--- src/rtl/capture_pkg.sv ---
// Shared types and helpers for the capture/readout sequencer.
package capture_pkg;

    typedef enum logic [2:0] {IDLE, CAP, PRE, RD, GAP, DONE} cap_state_e;

    localparam int unsigned BASE_LEN = 216;

    // Frame length in words: 216 doubled once per code step.
    function automatic int unsigned len_decode(input logic [1:0] code);
        return BASE_LEN << code;
    endfunction

endpackage

--- src/rtl/capture_seq_ctrl_if.sv ---
// Capture memory ports plus the packet stream toward the packetizer.
interface capture_seq_ctrl_if #(parameter int ADDR_W = 11);

    logic              wr_en_o;
    logic [ADDR_W-1:0] wr_addr_o;
    logic              rd_en_o;
    logic [ADDR_W-1:0] rd_addr_o;
    logic              pkt_valid_o;
    logic              pkt_sop_o;
    logic              pkt_eop_o;

    modport master (
        output wr_en_o, wr_addr_o, rd_en_o, rd_addr_o,
        output pkt_valid_o, pkt_sop_o, pkt_eop_o
    );

    modport slave (
        input wr_en_o, wr_addr_o, rd_en_o, rd_addr_o,
        input pkt_valid_o, pkt_sop_o, pkt_eop_o
    );

endinterface

--- src/rtl/cap_interval_cnt.sv ---
// Load/decrement interval counter shared by the PRE and GAP phases.
module cap_interval_cnt #(
    parameter int W = 4
) (
    input  logic         clk,
    input  logic         rst,
    input  logic         load,
    input  logic         dec,
    input  logic [W-1:0] load_val,
    output logic         bypass,
    output logic         last
);

    logic [W-1:0] cnt;

    // A zero-length interval is skipped entirely by the FSM.
    assign bypass = (load_val == '0);
    assign last   = (cnt == W'(1));

    always_ff @(posedge clk) begin
        if (rst)
            cnt <= '0;
        else if (load)
            cnt <= load_val;
        else if (dec && cnt != '0)
            cnt <= cnt - W'(1);
    end

endmodule

--- src/rtl/capture_seq_ctrl.sv ---
// Capture/readout sequencer: fills one frame from the ADC, then reads it back
// as a single framed packet bounded by idle and gap intervals.
module capture_seq_ctrl
    import capture_pkg::*;
#(
    parameter int ADDR_W = 11,
    parameter int GAP_W  = 4
) (
    input  logic             clk,
    input  logic             rst,
    input  logic             start_i,
    input  logic             again_i,
    input  logic [1:0]       data_len_i,
    input  logic [1:0]       idle_len_i,
    input  logic [GAP_W-1:0] gap_i,
    input  logic             adc_valid_i,
    capture_seq_ctrl_if.master bus,
    output logic             busy_o,
    output logic             cap_done_o,
    output logic             rd_done_o
);

    localparam int CNT_W = (GAP_W > 4) ? GAP_W : 4;

    cap_state_e        state;
    logic [1:0]        code_q;
    logic [1:0]        idle_q;
    logic [GAP_W-1:0]  gap_q;
    logic [ADDR_W-1:0] wr_addr, rd_addr, last_addr;
    logic              rd_en, pkt_valid, pkt_sop, pkt_eop;
    logic              wr_fire, wr_last, rd_last;
    logic              cnt_load, cnt_dec, cnt_bypass, cnt_last;
    logic [CNT_W-1:0]  cnt_val;

    assign last_addr = ADDR_W'(len_decode(code_q) - 1);
    assign wr_fire   = adc_valid_i && (state == CAP);
    assign wr_last   = (wr_addr == last_addr);
    assign rd_last   = (rd_addr == last_addr);

    // One counter serves both intervals: loaded with the gap when leaving RD,
    // otherwise with the pre-packet idle.
    assign cnt_val  = (state == RD) ? CNT_W'(gap_q) : CNT_W'({idle_q, 2'b00});
    assign cnt_load = (state == CAP && wr_fire && wr_last) ||
                      (state == DONE && again_i && !start_i) ||
                      (state == RD && rd_last);
    assign cnt_dec  = (state == PRE) || (state == GAP);

    cap_interval_cnt #(.W(CNT_W)) u_cnt (
        .clk      (clk),
        .rst      (rst),
        .load     (cnt_load),
        .dec      (cnt_dec),
        .load_val (cnt_val),
        .bypass   (cnt_bypass),
        .last     (cnt_last)
    );

    always_ff @(posedge clk) begin
        if (rst) begin
            state      <= IDLE;
            code_q     <= '0;
            idle_q     <= '0;
            gap_q      <= '0;
            wr_addr    <= '0;
            rd_addr    <= '0;
            rd_en      <= 1'b0;
            pkt_valid  <= 1'b0;
            pkt_sop    <= 1'b0;
            pkt_eop    <= 1'b0;
            busy_o     <= 1'b0;
            cap_done_o <= 1'b0;
            rd_done_o  <= 1'b0;
        end else begin
            cap_done_o <= 1'b0;
            rd_done_o  <= 1'b0;
            pkt_valid  <= rd_en;
            pkt_sop    <= rd_en && (rd_addr == '0);
            pkt_eop    <= rd_en && rd_last;
            case (state)
                IDLE, DONE: begin
                    if (start_i) begin
                        code_q  <= data_len_i;
                        idle_q  <= idle_len_i;
                        gap_q   <= gap_i;
                        wr_addr <= '0;
                        busy_o  <= 1'b1;
                        state   <= CAP;
                    end else if (again_i && state == DONE) begin
                        rd_addr <= '0;
                        busy_o  <= 1'b1;
                        if (cnt_bypass) begin
                            rd_en <= 1'b1;
                            state <= RD;
                        end else begin
                            state <= PRE;
                        end
                    end
                end
                CAP: begin
                    if (wr_fire) begin
                        if (wr_last) begin
                            cap_done_o <= 1'b1;
                            rd_addr    <= '0;
                            if (cnt_bypass) begin
                                rd_en <= 1'b1;
                                state <= RD;
                            end else begin
                                state <= PRE;
                            end
                        end else begin
                            wr_addr <= wr_addr + ADDR_W'(1);
                        end
                    end
                end
                PRE: begin
                    if (cnt_last) begin
                        rd_en <= 1'b1;
                        state <= RD;
                    end
                end
                RD: begin
                    if (rd_last) begin
                        rd_en <= 1'b0;
                        if (cnt_bypass) begin
                            busy_o    <= 1'b0;
                            rd_done_o <= 1'b1;
                            state     <= DONE;
                        end else begin
                            state <= GAP;
                        end
                    end else begin
                        rd_addr <= rd_addr + ADDR_W'(1);
                    end
                end
                GAP: begin
                    if (cnt_last) begin
                        busy_o    <= 1'b0;
                        rd_done_o <= 1'b1;
                        state     <= DONE;
                    end
                end
                default: begin
                    busy_o <= 1'b0;
                    state  <= IDLE;
                end
            endcase
        end
    end

    assign bus.wr_en_o     = wr_fire;
    assign bus.wr_addr_o   = wr_addr;
    assign bus.rd_en_o     = rd_en;
    assign bus.rd_addr_o   = rd_addr;
    assign bus.pkt_valid_o = pkt_valid;
    assign bus.pkt_sop_o   = pkt_sop;
    assign bus.pkt_eop_o   = pkt_eop;

endmodule

--- src/flat_wrapper.sv ---
// flat-port wrapper written by rule: the top's interface ports become plain ports
module capture_seq_ctrl_flat import capture_pkg::*;
#(
    parameter int ADDR_W = 11,
    parameter int GAP_W  = 4
)
  (clk, rst, start_i, again_i, data_len_i, idle_len_i, gap_i, adc_valid_i, busy_o, cap_done_o, rd_done_o, bus_wr_en_o, bus_wr_addr_o, bus_rd_en_o, bus_rd_addr_o, bus_pkt_valid_o, bus_pkt_sop_o, bus_pkt_eop_o);
  capture_seq_ctrl_if #(.ADDR_W(ADDR_W)) bus_i ();
  input  logic clk;
  input  logic rst;
  input  logic start_i;
  input  logic again_i;
  input  logic [1:0] data_len_i;
  input  logic [1:0] idle_len_i;
  input  logic [GAP_W-1:0] gap_i;
  input  logic adc_valid_i;
  output logic busy_o;
  output logic cap_done_o;
  output logic rd_done_o;
  output wire logic [$bits(bus_i.wr_en_o)-1:0] bus_wr_en_o;
  output wire logic [$bits(bus_i.wr_addr_o)-1:0] bus_wr_addr_o;
  output wire logic [$bits(bus_i.rd_en_o)-1:0] bus_rd_en_o;
  output wire logic [$bits(bus_i.rd_addr_o)-1:0] bus_rd_addr_o;
  output wire logic [$bits(bus_i.pkt_valid_o)-1:0] bus_pkt_valid_o;
  output wire logic [$bits(bus_i.pkt_sop_o)-1:0] bus_pkt_sop_o;
  output wire logic [$bits(bus_i.pkt_eop_o)-1:0] bus_pkt_eop_o;
  assign bus_wr_en_o = bus_i.wr_en_o;
  assign bus_wr_addr_o = bus_i.wr_addr_o;
  assign bus_rd_en_o = bus_i.rd_en_o;
  assign bus_rd_addr_o = bus_i.rd_addr_o;
  assign bus_pkt_valid_o = bus_i.pkt_valid_o;
  assign bus_pkt_sop_o = bus_i.pkt_sop_o;
  assign bus_pkt_eop_o = bus_i.pkt_eop_o;
  capture_seq_ctrl #(.ADDR_W(ADDR_W), .GAP_W(GAP_W)) u_core (.clk(clk), .rst(rst), .start_i(start_i), .again_i(again_i), .data_len_i(data_len_i), .idle_len_i(idle_len_i), .gap_i(gap_i), .adc_valid_i(adc_valid_i), .bus(bus_i), .busy_o(busy_o), .cap_done_o(cap_done_o), .rd_done_o(rd_done_o));
endmodule
--- config.mk ---
export PLATFORM = sky130hd
export DESIGN_NAME = capture_seq_ctrl_flat
export DESIGN_NICKNAME = d
export VERILOG_FILES = /design/src/rtl/capture_pkg.sv /design/src/rtl/capture_seq_ctrl_if.sv /design/src/rtl/cap_interval_cnt.sv /design/src/rtl/capture_seq_ctrl.sv /design/src/flat_wrapper.sv
export SDC_FILE = /design/constraint.sdc
export NUM_CORES = 1
export LEC_CHECK = 0
export BUFFER_PORTS_ARGS = -buffer_cell sky130_fd_sc_hd__buf_2
export CORE_AREA = 4 4 68 118
export CTS_BUF_LIST = sky130_fd_sc_hd__clkbuf_4 sky130_fd_sc_hd__clkbuf_8
export CTS_CLUSTER_DIAMETER = 80
export DETAILED_ROUTE_END_ITERATION = 6
export DIE_AREA = 0 0 72 122
export PLACE_DENSITY = 0.61
export SYNTH_ARGS = -nofsm -noshare
export SYNTH_HDL_FRONTEND = slang
export SYNTH_HIERARCHICAL = 1
export SYNTH_SLANG_ARGS = --single-unit
export TNS_END_PERCENT = 1
--- constraint.sdc ---
create_clock -name clk -period 2.9 [get_ports clk]
set_clock_uncertainty 0.1 [all_clocks]
set_input_delay 0.29 -clock clk [delete_from_list [all_inputs] [get_ports clk]]
set_output_delay 0.29 -clock clk [all_outputs]
set_load 0.1 [all_outputs]
==> qor.txt <==
Vias/cell -> 5.68
Pre-CTS setup slack -> 244 ps
Main area contributors after synthesis -> dfxtp_1 32%, ha_1 5.0%, o21ai_0 4.5%, nand2_1 4.1%, a21oi_1 4.0%
Crit path top cell by count -> nor3_1
Post-route cell area -> 3230 µm²
Met1 Usage GRT -> 20.6%
EDFF count, synth -> 0
Complex-gate fraction of the synthesized area -> 21.7%
Cts bufs inserted -> 5
Die area -> 8780 µm²
Placed cell area -> 3130 µm²
Tcrit/Tclk final -> 93.0%
DR DRC count -> 0
Antenna diodes -> 0
RSZ-0062 raised after global routing -> false
Setup_tns -> 0 ps
Postcts setup bufs -> 0
WHS -> 110 ps
Crit. Startpoint -> u_core/code_q[0]$_SDFFE_PP0P_
Global-route wire length before repair -> 12800 µm
1st-pass router iterations -> 4
Simple-gate portion of the synthesized area -> 28.5%
Fin. Hold Viols -> 0
Lkg Pwr -> 1.29 nW
Worst slew margin -> 52.8%
Clk sinks -> 44
Post-synth top flop -> dfxtp_1
Initial Util -> 39.2%
Worst slew pin tran -> 708 ps
Worst R2R End -> u_core/u_cnt/cnt[1]$_SDFFE_PP0P_
Ys Warns -> 6
CTS tree -> yes
Max cap viols -> 0
Syn avg cell area -> 8.05 µm²
WL per Instance -> 16.4 µm
Clk_lat worst skew -> 310 ps
Worst setup margin -> 203 ps
Share of layout cells above drive strength 1 -> 21.6%
CP peak stage delay -> 440 ps
IO Pins -> 43
Number of global-route vias before repair -> 2653
Area of the mapped netlist -> 2780 µm²
Setup violations, final -> 0
# nets final -> 416
Reg2reg path depth -> 9
GRT Residual Overflow -> 0
Met3 usage -> 3.30%
Clk buf depth -> 2
Synth cell types -> 65
Worst r2r src -> u_core/code_q[0]$_SDFFE_PP0P_
Main combinational cell family by area after synthesis -> simple AND/OR/NAND/NOR gates
Core Region -> 7080 µm²
Root buf cell -> clkbuf_8
Peak VDD IR -> 0.468 mV
Min-delay worst type -> in -> reg
PD cells -> 630 nW/µm²
Worst setup SP type -> flip-flop
Post-synthesis adder-cell area fraction -> 4.96%
Slowest-stage cell, CP -> dfxtp_1
Placed Cells -> 471
Post-CTS sizing -> 0
Worst setup path class -> reg -> reg
Yosys top cell area share -> 31.7%
Max frequency -> 371 MHz
Status -> finished, final reports clean
Post-synthesis mux area share -> 3.24%
Number of antenna violations at the first check in global routing -> 0
Post-DP HPWL -> 5950 µm
Worst-path cell chain -> inv_1 -> ha_1 -> xor2_1 -> nor3_1 -> o211ai_4 -> o22ai_1 -> a22o_1 -> nor3_1 -> a311o_2
Initial DRC count -> 149
H-tree depth -> 2
Largest net degree at the start of global routing -> 31
Core Rows -> 41
Total routed wirelength -> 7860 µm
Total GRT Usage -> 18.6%
Met2 usage -> 33.0%
Final min period -> 2700 ps
Detail Route Antenna Nets -> 0
Post-Syn Instances -> 345
GRT busiest layer -> met2
Reg clk slew, reported paths -> 80 ps
P&R area growth vs syn -> 16.2%
Vias -> 2723
Leading area contributor after synthesis -> dfxtp_1
Fin util -> 45.6%
Xor/xnor cell area share of the yosys netlist -> 5.05%
Total power -> 2.03 mW
Filler Cell Count -> 738
Cts hold-fix bufs -> 0
CP Capture Type -> flip-flop
Crit path to -> u_core/u_cnt/cnt[1]$_SDFFE_PP0P_
Gpl congestion -> 0.877
Worst path required time -> 3000 ps
Async set-or-reset flop fraction in the synthesized netlist -> 0%
Final number of max-transition violations -> 0
#FFs+latches synth -> 44
Reg-to-reg slack, setup -> 200 ps
Die height -> 122 µm
Crit path DAT -> 2800 ps
Die width -> 72 µm
Seq/Total Area, Yosys -> 31.7%
CP max FO -> 6
Fin cells -> 479
Port Buf Inserts -> 42
Syn Nets -> 369
==> routing by layer <==
layer | share of wire [%] | vias up
li1 | - | 1351
met4 | 3.4 | 0
met2 | 52 | 80
met1 | 40 | 1273
met3 | 4.7 | 19
met5 | 0 | -
==> layout by cell type (no fill, tap or decap), types with 4 or more instances in the layout <==
master	instances
buf_2	42
dfxtp_1	42
nand2_1	30
nor2_1	29
o21ai_0	25
a21oi_1	22
buf_4	15
nand3_1	14
inv_1	13
nor3_1	13
ha_1	11
mux2i_1	9
xnor2_1	8
xor2_1	8
a31oi_1	7
clkbuf_8	6
and3_1	6
nand3b_1	6
nand4_1	6
nor4_1	6
or3_1	5
and2_1	4
nand4b_1	4
==> final cells by class <==
cell class | instances | area (µm²) | area share [%]
inverter | 15 | 56.3 | 1.75
timing repair buffer | 57 | 323 | 10.0
clock buffer | 6 | 82.6 | 2.56
sequential | 44 | 883 | 27.4
tap | 86 | 108 | 3.34
multi-input combinational | 269 | 1760 | 54.7
clock inverter | 2 | 10.0 | 0.310
==> kinds of logic (layout without fill, tap and decap cells) <==
| group | after synthesis | after routing |
|---|---|---|
| buffers and inverters | 32 | 80 |
| AND/OR/NAND/NOR | 145 | 145 |
| flip-flops | 44 | 44 |
| AO/OA/AOI/OAI | 88 | 88 |
| adder cells (fa/ha/maj) | 11 | 11 |
| XOR/XNOR | 16 | 16 |
| multiplexers | 9 | 9 |
==> worst max-delay path: cells and delay by family (launching register included) <==
| kind | cells | cell delay, ps |
|---|---|---|
| flops | 1 | 440 |
| fa+ha+maj | 1 | 340 |
| simple gates | 2 | 470 |
| xor+xnor | 1 | 150 |
| compound gates | 4 | 1000 |
| buf+inv | 1 | 90 |
==> sequential cells by signal, indices dropped and copies added, names as in the netlist, 2 cells and up <==
name                  flops
u_core/u_cnt/cnt          4
u_core/bus.wr_addr_o     11
u_core/idle_q             2
u_core/gap_q              4
u_core/state              3
u_core/bus.rd_addr_o     11
u_core/code_q             2
==> where the power goes <==
part | leakage [nW] | switching, mW | internal, mW
Combinational | 0.884 | 0.636 | 0.284
Clock | 0.0510 | 0.215 | 0.190
Sequential | 0.358 | 0.0490 | 0.660
Total | 1.29 | 0.899 | 1.13
==> cells in the mapped netlist, drive strengths merged (2+ instances only) <==
| master | instances |
|---|---|
| o21ai | 26 |
| inv | 13 |
| a211oi | 2 |
| clkbuf | 13 |
| ha | 11 |
| nand2b | 3 |
| o22ai | 3 |
| o211ai | 2 |
| o21a | 3 |
| nand3 | 14 |
| dfxtp | 44 |
| xor2 | 8 |
| a22o | 3 |
| nand2 | 30 |
| mux2i | 9 |
| nand4b | 4 |
| o31ai | 3 |
| nor3b | 2 |
| nand4 | 6 |
| and2 | 5 |
| clkinv | 2 |
| a311oi | 3 |
| buf | 4 |
| nand3b | 6 |
| a31oi | 7 |
| a21oi | 23 |
| nor4 | 7 |
| or4 | 2 |
| nor2b | 3 |
| xnor2 | 8 |
| nor3 | 13 |
| nor2 | 29 |
| a2111oi | 2 |
| and3 | 8 |
| or3 | 7 |
| o21bai | 2 |
==> how the worst min path moves through the flow <==
stage	startpoint	to	slack (ps)	depth (start not counted)
after floorplan	rst	u_core/u_cnt/cnt[3]$_SDFFE_PP0P_	260	1
after global placement	u_core/gap_q[1]$_SDFFE_PP0P_	u_core/gap_q[1]$_SDFFE_PP0P_	360	2
after detailed placement	u_core/busy_o$_SDFFE_PP0P_	u_core/busy_o$_SDFFE_PP0P_	380	1
after CTS	gap_i[2]	u_core/gap_q[2]$_SDFFE_PP0P_	100	3
after global routing	idle_len_i[1]	u_core/idle_q[1]$_SDFFE_PP0P_	120	3
final	gap_i[2]	u_core/gap_q[2]$_SDFFE_PP0P_	110	3
No activity file was read; power rests on OpenSTA's default activity.
